`config.mk`:
```
export PLATFORM = sky130hd
export DESIGN_NAME = mem_req_queue
export DESIGN_NICKNAME = d
export VERILOG_FILES = /design/src/rtl/mem_req_queue.sv
export SDC_FILE = /design/constraint.sdc
export NUM_CORES = 2
export LEC_CHECK = 0
export ABC_AREA = 1
export CAP_MARGIN = 40
export CORE_MARGIN = 2
export CORE_UTILIZATION = 40
export DETAILED_ROUTE_END_ITERATION = 10
export HOLD_SLACK_MARGIN = 0.05
export SLEW_MARGIN = 15
export SYNTH_ARGS = -nofsm -noshare
export SYNTH_HDL_FRONTEND = slang
export SYNTH_HIERARCHICAL = 1
export SYNTH_SLANG_ARGS = --single-unit
```
`constraint.sdc`:
```
create_clock -name clk -period 14.55 [get_ports clk]
set_input_delay 2.91 -clock clk [delete_from_list [all_inputs] [get_ports clk]]
set_output_delay 2.91 -clock clk [all_outputs]
set_load 0.02 [all_outputs]
```
`src/rtl/mem_req_queue.sv`:
```
// Purpose: time-gated request queue between the trace parser and the DDR5 scheduler.
// Latency: an entry whose time has already been reached is enqueued one edge after acceptance.
// Backpressure: in_ready is low while an entry is staged; a full queue holds the stage until the scheduler pops.
//
// Ports:
//   clk, rst_n                          CPU clock, async active-low reset
//   in_valid/in_ready, in_time/core/opn/addr   parsed trace entry from the parser
//   out_valid/out_ready, out_time/core/opn/addr queue head to the scheduler
//   out_chan/bg/bank/col/row            DDR5 fields decoded from the head address
//   cur_time                            current CPU cycle
//   q_count, q_full                     queue occupancy
//   err_opn                             one-cycle pulse when an entry with an illegal opcode is dropped
// The address decode reads bits up to addr[33], so MEM_ADDR_WIDTH must be at least 34.

// Purpose: generic circular-buffer FIFO with wrap-around pointers.
// Latency: a write is visible at the read port after the write edge (no bypass).
// Backpressure: writes are taken when not full, or when full and a read happens in the same cycle.
module mem_req_queue_fifo #(
    parameter int W     = 8,
    parameter int DEPTH = 16,
    localparam int PW   = $clog2(DEPTH),
    localparam int CW   = $clog2(DEPTH + 1)
) (
    input  logic          clk,
    input  logic          rst_n,
    input  logic          wr_vld,
    input  logic [W-1:0]  wr_dat,
    input  logic          rd_rdy,
    output logic          rd_vld,
    output logic [W-1:0]  rd_dat,
    output logic [CW-1:0] count,
    output logic          full
);
    logic [W-1:0]  mem [DEPTH];
    logic [PW-1:0] wr_ptr;
    logic [PW-1:0] rd_ptr;
    logic [CW-1:0] cnt;
    logic          do_wr;
    logic          do_rd;

    assign rd_vld = (cnt != '0);
    assign full   = (cnt == CW'(DEPTH));
    assign count  = cnt;
    assign do_rd  = rd_vld && rd_rdy;
    assign do_wr  = wr_vld && (!full || do_rd);
    // Storage is not reset; gating with rd_vld keeps the head at zero while empty.
    assign rd_dat = rd_vld ? mem[rd_ptr] : '0;

    always_ff @(posedge clk or negedge rst_n) begin
        if (!rst_n) begin
            wr_ptr <= '0;
            rd_ptr <= '0;
            cnt    <= '0;
        end else begin
            if (do_wr) wr_ptr <= wr_ptr + 1'b1;
            if (do_rd) rd_ptr <= rd_ptr + 1'b1;
            case ({do_wr, do_rd})
                2'b10:   cnt <= cnt + 1'b1;
                2'b01:   cnt <= cnt - 1'b1;
                default: cnt <= cnt;
            endcase
        end
    end

    always_ff @(posedge clk) begin
        if (do_wr) mem[wr_ptr] <= wr_dat;
    end
endmodule

// Purpose: hold each parsed trace entry until the CPU cycle counter reaches its time, then queue it.
// Latency: accept at edge N, enqueue at edge N+1 if due; out_valid follows the enqueue edge.
// Backpressure: one staging register, so in_ready drops for at least one cycle per entry (1 entry / 2 cycles).
module mem_req_queue #(
    parameter int MEM_ADDR_WIDTH = 36,
    parameter int CPU_CORE_WIDTH = 4,
    parameter int MEM_OPN_WIDTH  = 3,
    parameter int TIME_WIDTH     = 64,
    parameter int DEPTH          = 16,
    localparam int CW            = $clog2(DEPTH + 1)
) (
    input  logic                      clk,
    input  logic                      rst_n,
    input  logic                      in_valid,
    output logic                      in_ready,
    input  logic [TIME_WIDTH-1:0]     in_time,
    input  logic [CPU_CORE_WIDTH-1:0] in_core,
    input  logic [MEM_OPN_WIDTH-1:0]  in_opn,
    input  logic [MEM_ADDR_WIDTH-1:0] in_addr,
    output logic                      out_valid,
    input  logic                      out_ready,
    output logic [TIME_WIDTH-1:0]     out_time,
    output logic [CPU_CORE_WIDTH-1:0] out_core,
    output logic [MEM_OPN_WIDTH-1:0]  out_opn,
    output logic [MEM_ADDR_WIDTH-1:0] out_addr,
    output logic                      out_chan,
    output logic [2:0]                out_bg,
    output logic [1:0]                out_bank,
    output logic [9:0]                out_col,
    output logic [15:0]               out_row,
    output logic [TIME_WIDTH-1:0]     cur_time,
    output logic [CW-1:0]             q_count,
    output logic                      q_full,
    output logic                      err_opn
);
    typedef struct packed {
        logic [TIME_WIDTH-1:0]     t;
        logic [CPU_CORE_WIDTH-1:0] core;
        logic [MEM_OPN_WIDTH-1:0]  opn;
        logic [MEM_ADDR_WIDTH-1:0] addr;
    } entry_t;

    typedef enum logic {S_IDLE, S_WAIT} state_t;

    state_t                state;
    state_t                state_nxt;
    entry_t                stage;
    entry_t                head;
    logic                  head_vld;
    logic                  accept;
    logic                  push;
    logic                  pop;
    logic                  opn_ok;
    logic                  eligible;
    logic                  skip;
    logic [TIME_WIDTH-1:0] time_r;
    logic [CW-1:0]         cnt;
    logic                  full;

    assign opn_ok   = (in_opn <= MEM_OPN_WIDTH'(2));
    // Out-of-order (older) stage times fall through this compare and go immediately.
    assign eligible = (stage.t <= time_r);
    assign pop      = head_vld && out_ready;
    // Nothing can happen until the staged time: jump straight to it rather than counting.
    // Extra bit keeps time_r+1 from wrapping at the saturation point.
    assign skip     = (state == S_WAIT) && (cnt == '0) && !pop &&
                      ({1'b0, stage.t} > ({1'b0, time_r} + 1'b1));

    always_ff @(posedge clk or negedge rst_n) begin
        if (!rst_n) state <= S_IDLE;
        else        state <= state_nxt;
    end

    always_comb begin
        state_nxt = state;
        in_ready  = 1'b0;
        accept    = 1'b0;
        push      = 1'b0;
        case (state)
            S_IDLE: begin
                in_ready = 1'b1;
                if (in_valid) begin
                    accept = 1'b1;
                    if (opn_ok) state_nxt = S_WAIT;
                end
            end
            S_WAIT: begin
                // A full queue may still take the stage when the head leaves this cycle.
                if (eligible && (!full || pop)) begin
                    push      = 1'b1;
                    state_nxt = S_IDLE;
                end
            end
            default: state_nxt = S_IDLE;
        endcase
    end

    always_ff @(posedge clk or negedge rst_n) begin
        if (!rst_n) begin
            stage   <= '0;
            err_opn <= 1'b0;
        end else begin
            if (accept && opn_ok) stage <= {in_time, in_core, in_opn, in_addr};
            err_opn <= accept && !opn_ok;
        end
    end

    always_ff @(posedge clk or negedge rst_n) begin
        if (!rst_n)              time_r <= '0;
        else if (skip)           time_r <= stage.t;
        else if (time_r != '1)   time_r <= time_r + 1'b1;
    end

    mem_req_queue_fifo #(
        .W     ($bits(entry_t)),
        .DEPTH (DEPTH)
    ) u_fifo (
        .clk    (clk),
        .rst_n  (rst_n),
        .wr_vld (push),
        .wr_dat (stage),
        .rd_rdy (out_ready),
        .rd_vld (head_vld),
        .rd_dat (head),
        .count  (cnt),
        .full   (full)
    );

    assign out_valid = head_vld;
    assign out_time  = head.t;
    assign out_core  = head.core;
    assign out_opn   = head.opn;
    assign out_addr  = head.addr;
    assign out_chan  = head.addr[6];
    assign out_bg    = head.addr[9:7];
    assign out_bank  = head.addr[11:10];
    assign out_col   = {head.addr[17:12], head.addr[5:2]};
    assign out_row   = head.addr[33:18];
    assign cur_time  = time_r;
    assign q_count   = cnt;
    assign q_full    = full;
endmodule
```
Word level (Yosys, flattened, before mapping)

Memory sizes are Yosys's and may differ from the RTL's.
Index checks and enable logic that the tools add are counted.

Reductions and logical operators: 16
Equal/unequal tests: 4
$add $sub $neg: 6
Order comparisons: 3
Bitwise operators: 1
Multiplexer cells: 15

Operator list:

| operator              | number |
|---|---|
| $mux 64               | 2 |
| $mux 107              | 1 |
| $add 64x1->65 const B | 1 |
| $gt 64x65->1          | 1 |
| $add 64x1->64 const B | 1 |
| $le 64x64->1          | 1 |
| $ne 64x64->1 const B  | 1 |
| $mux 1                | 10 |
| $pmux 5 s2            | 1 |
| $add 4x1->4 const B   | 2 |
| $logic_and 1x1->1     | 8 |
| $add 5x1->5 const B   | 1 |
| $eq 5x5->1 const B    | 1 |
| $logic_not 5->1       | 1 |
| $reduce_bool 5->1     | 1 |
| $sub 5x1->5 const B   | 1 |
| $reduce_bool 2->1     | 2 |
| $le 3x2->1 const B    | 1 |
| $logic_not 1->1       | 3 |
| $eq 2x1->1 const B    | 1 |
| $eq 2x2->1 const B    | 1 |
| $pmux 1 s2            | 1 |
| $logic_or 1x1->1      | 1 |
| $not 1->1             | 1 |

Input port bits: 111
Memories kept: 1
Output and inout port bits: 212
Logic and storage cells: 56
Memory bits (writable): 1,712
Bits in registers: 186

Memories:

| memory     | words | bits a word | rd ports | clocked after Yosys merged registers in | wr ports | RTL line | text |
|---|---|---|---|---|---|---|---|
| u_fifo.mem | 16    | 107         | 1        | 0                                       | 1        | 34       | `logic [W-1:0] mem [DEPTH];` |

Depth between registers and ports, before layout

Depth after elaboration: 9
Gate-level depth with buffers: 28

By module

Netlist, hierarchy kept.

By module, submodules not included:

| module             | cells an instance | area each (µm²) | instances |
|---|---|---|---|
| mem_req_queue_fifo | 5,619             | 68,705.9        | 1 |
| mem_req_queue      | 1,763             | 12,642.1        | 1 |

Worst setup path after synthesis

No wires, ideal clock.

Path type: input -> register
Start point: input out_ready
End point: memory u_fifo/mem[11][0] (netlist bit), enable pin
Data required time: 13,976 ps
Slack: 5,784 ps
Arrival time: 8,192 ps
Cell stages on the path: 8
Path through: nand2_1 > nand2_1 > nand2_1 > nor2_1 > inv_1 > a21oi_2 > nand2_1 > nor2_1

Longest elaborated chain between the ends: 8

Ends and longest elaborated chain:

| element                      | RTL line | text |
|---|---|---|
| from (decl)                  | 90       | `input logic out_ready,` |
| $logic_and 1x1->1            | 132      | `assign pop = head_vld && out_ready;` |
| $logic_or 1x1->1             | 158      | `if (eligible && (!full \|\| pop)) begin` |
| $logic_and 1x1->1            | 158      |  |
| $mux 1                       | 158      |  |
| $mux 1                       | 148      | `case (state)` |
| net push                     | 120      | `logic push;` |
| $logic_and 1x1->1            | 45       | `assign do_wr = wr_vld && (!full \|\| do_rd);` |
| $mux 1                       | 66       | `if (do_wr) mem[wr_ptr] <= wr_dat;` |
| $mux 1 (not written as such) | 66       |  |
| to (decl)                    | 34       |  |

The timed path passes the listed nets, and every way through them passes these cells.

Final worst setup path

Start point: register u_fifo.rd_ptr[0]
End point: output out_col[0]

Longest elaborated chain between the ends: 2

Ends and longest elaborated chain:

| element                | RTL line | text |
|---|---|---|
| from (decl)            | 36       | `logic [PW-1:0] rd_ptr;` |
| from (signal assigned) | 56       | `if (do_rd) rd_ptr <= rd_ptr + 1'b1;` |
| $mem_v2 16x107         | -        |  |
| $mux 107               | 47       | `assign rd_dat = rd_vld ? mem[rd_ptr] : '0;` |
| to (decl)              | 98       | `output logic [9:0] out_col,` |

No other way between the ends.

==> metrics <==
cell area power density 196 nW/um2; Slew headroom 0.393%; top cells by area, synth edfxtp_1, nor2_1, dfrtp_1; Switching Fraction 37.8%; P_sw 7020 uW; Via Count 57046; unique cell type count in the Yosys netlist 39; Max rail drop VDD 0.202 mV; largest net degree at the start of global routing 263; Worst Max-Slew Pin Slew 1.49 ns; hold_buf cts 0; largest fanout on the critical path 195; Mapped Area 81300 um2; compound-cell area share of the yosys netlist 5.96%; clk_lat worst skew 0.84 ns; max cap viols 0; Syn Area/Cell 11.0 um2; antenna violations before repair 5; global-route wire length before repair 364000 um; GRT Total Usage 23.5%; syn_nets 7631; area fraction of the dominant cell type after synthesis 63.2%; worst path cell trace buf_4, buf_12, buf_4, buf_16, buf_4, nor2_1, nor2_1, o21ai_0, nand3_1, nand3_1, a21oi_1, clkdlybuf4s50_1; std cell rows 165; fin area 94800 um2; worst flop-to-flop path startpoint stage[98]$_DFFE_PN0P_; RSZ-0062 raised after global routing false; Crit path top cell by count buf_4; # Post-CTS Setup Buffers 0; Setup crit end kind primary output; DRC 0; TritonCTS clock tree built; GRT Residual Overflow 0; layout cells sized above 1 6.92%; Final period util 63.5%; largest family of logic cells by synthesized area simple AND/OR/NAND/NOR gates; LEAKAGE 0.0353 uW; routed wire length 247000 um; IO Count 323; wire length per cell after detailed routing 23.5 um; Critical Path AT 6.33 ns; # clock sinks 1898; Synth-to-Final Area Change 16.6%; Initial Utilization 40.2%; r2r endpoint u_fifo/mem[14][83]$_DFFE_PP_; First DRT Iteration DRCs 5687; post-synthesis simple-gate area fraction 18.6%; WP data required 11.64 ns; WS Path Type register to primary output; R2R cell count 19; worst reg-to-reg setup slack 8.21 ns; DP Area 88200 um2; final setup vio count 0; vias per std cell 5.44; slowest stage delay, CP 0.94 ns; outcome complete, no violations; Adder-Cell Fraction of Synth Area 2.13%; pre-CTS WS 6.25 ns; Period minus WS final 9.24 ns; DRT Pass-1 Iters 6; Final WS setup 5.31 ns; Synth async-reset ratio 9.80%; most frequent cells after synthesis edfxtp_1, nor2_1, nand2_1, nand3_1, o21ai_0; Post-CTS Resized 0; Core Area 202000 um2; slowest CP cell dfrtp_4; internal power 11500 uW; Total Nets Final 7886; Worst Hold End state$_DFF_PN0_; worst hold slack 0.491 ns; hold path depth 2; Synth Flop Type edfxtp_1; clock buffers created by TritonCTS 196; routability cong. 0.892; fill count 18082; Sequential Power Share 36.3%; leading area contributor after synthesis edfxtp_1; fmax 108 MHz; post-synthesis xor/xnor area fraction 0.657%; die height 455 um; clock root buffer clkbuf_16; DP Wirelength 144000 um; clock power share 27.2%; clock skew 0.0382 ns; Worst-path clk slew 0.07 ns; post-synthesis mux area share 0%; final hold violations 0; Die W 455 um; crit start category register; Yosys warnings 6; number of synthesized flops with an enable pin 1712; min-delay src state$_DFF_PN0_; top-count cell post-synth edfxtp_1; final antenna-violating net count 0; Pins Over Slew Limit 0; H-tree depth 4; Clock Tree Buf Depth 3; Combinational Power Share 36.5%; worst setup path startpoint u_fifo/rd_ptr[0]$_DFFE_PN0N_; sequential area share after synthesis 68.9%; Gate Count Post-Synth 7382; vias in the first global route 54711; Setup TNS 0 ns; Hold Path Class register to register; number of port buffers 322; Die ar. 207000 um2; Seq cells post-synth 1898
critical path, delay by kind of cell (launching register included):
family / cells / cell delay (ns)
flops: 1 / 0.94
simple gates: 4 / 0.44
buf+inv: 6 / 3.18
compound gates: 2 / 0.49
how the worst max path moves through the flow:
stage	slack (ns)	end	cells past startpoint
finish	5.31	out_col[0]	12
global route	4.98	out_addr[2]	12
CTS	5.32	out_col[0]	12
detailed placement	6.25	out_col[0]	12
global placement	6.03	out_col[0]	11
floorplan	5.78	u_fifo/mem[11][0]$_DFFE_PP_	8
power groups by stage:
| stage | Clock, uW | Combinational [uW] | Sequential [uW] |
|---|---|---|---|
| finish | 5050 | 6770 | 6720 |
| global route | 5340 | 7380 | 6760 |
| CTS | 5130 | 6800 | 6740 |
| detailed placement | 0 | 6770 | 6850 |
| global placement | 0 | 6540 | 6850 |
| floorplan | 0 | 4110 | 6730 |
cells in the final DEF (no fill, tap or decap), types with 39 or more instances in the layout:
cell	synthesis	routed
a21oi_1	168	168
buf_16	0	39
buf_4	55	116
clkbuf_1	176	48
clkbuf_16	0	199
clkdlybuf4s50_1	0	321
clkinv_2	0	42
dfrtp_1	186	182
edfxtp_1	1712	1712
ha_1	137	137
inv_1	212	212
nand2_1	1214	1214
nand3_1	780	780
nand4_1	40	40
nor2_1	1555	1539
o211ai_1	40	40
o21ai_0	733	733
xor2_1	59	59
through the flow:
step                utilization, %  power [uW]  std cells
finish                        46.9       18500      10479
global route                  46.9       19500      10478
CTS                           46.8       18700      10470
detailed placement            43.6       13600      10103
global placement              43.0       13400      10048
floorplan                        -       10800       7382
area by class of cell:
class / count / area, um2 / area share, %
diodes: 1 / 2.50 / 0.00264
clock buffers: 263 / 5380 / 5.67
clock inverters: 104 / 1080 / 1.14
inverters: 221 / 867 / 0.914
multi-input cells: 4814 / 22400 / 23.6
flip-flops and latches: 1898 / 56100 / 59.1
well taps: 2672 / 3340 / 3.53
repair buffers: 506 / 5720 / 6.03
flip-flops by register name, indices dropped and copies added, names as in the netlist:
signal         flops
u_fifo/wr_ptr      4
err_opn            1
stage            107
u_fifo/mem      1712
cur_time          64
u_fifo/rd_ptr      4
state              1
u_fifo/count       5
cells by family (layout without fill, tap and decap cells):
logic type,after synthesis,after routing
fa+ha+maj,138,138
flops,1898,1898
simple gates,3669,3669
xor+xnor,61,61
compound gates,946,946
buf+inv,670,1094
other cells,0,1
per-layer routing:
metal / routed length (um) / GRT usage (%) / vias up / part of all wire, %
met1: 107000 / 33.3 / 28312 / 43
met2: 117000 / 37.9 / 2302 / 47
met3: 16400 / 2.64 / 335 / 6.6
li1: - / - / 26097 / -
met4: 7260 / 7.52 / 0 / 2.9
met5: 0 / 0 / - / 0
No activity file was read; power rests on OpenSTA's default activity.
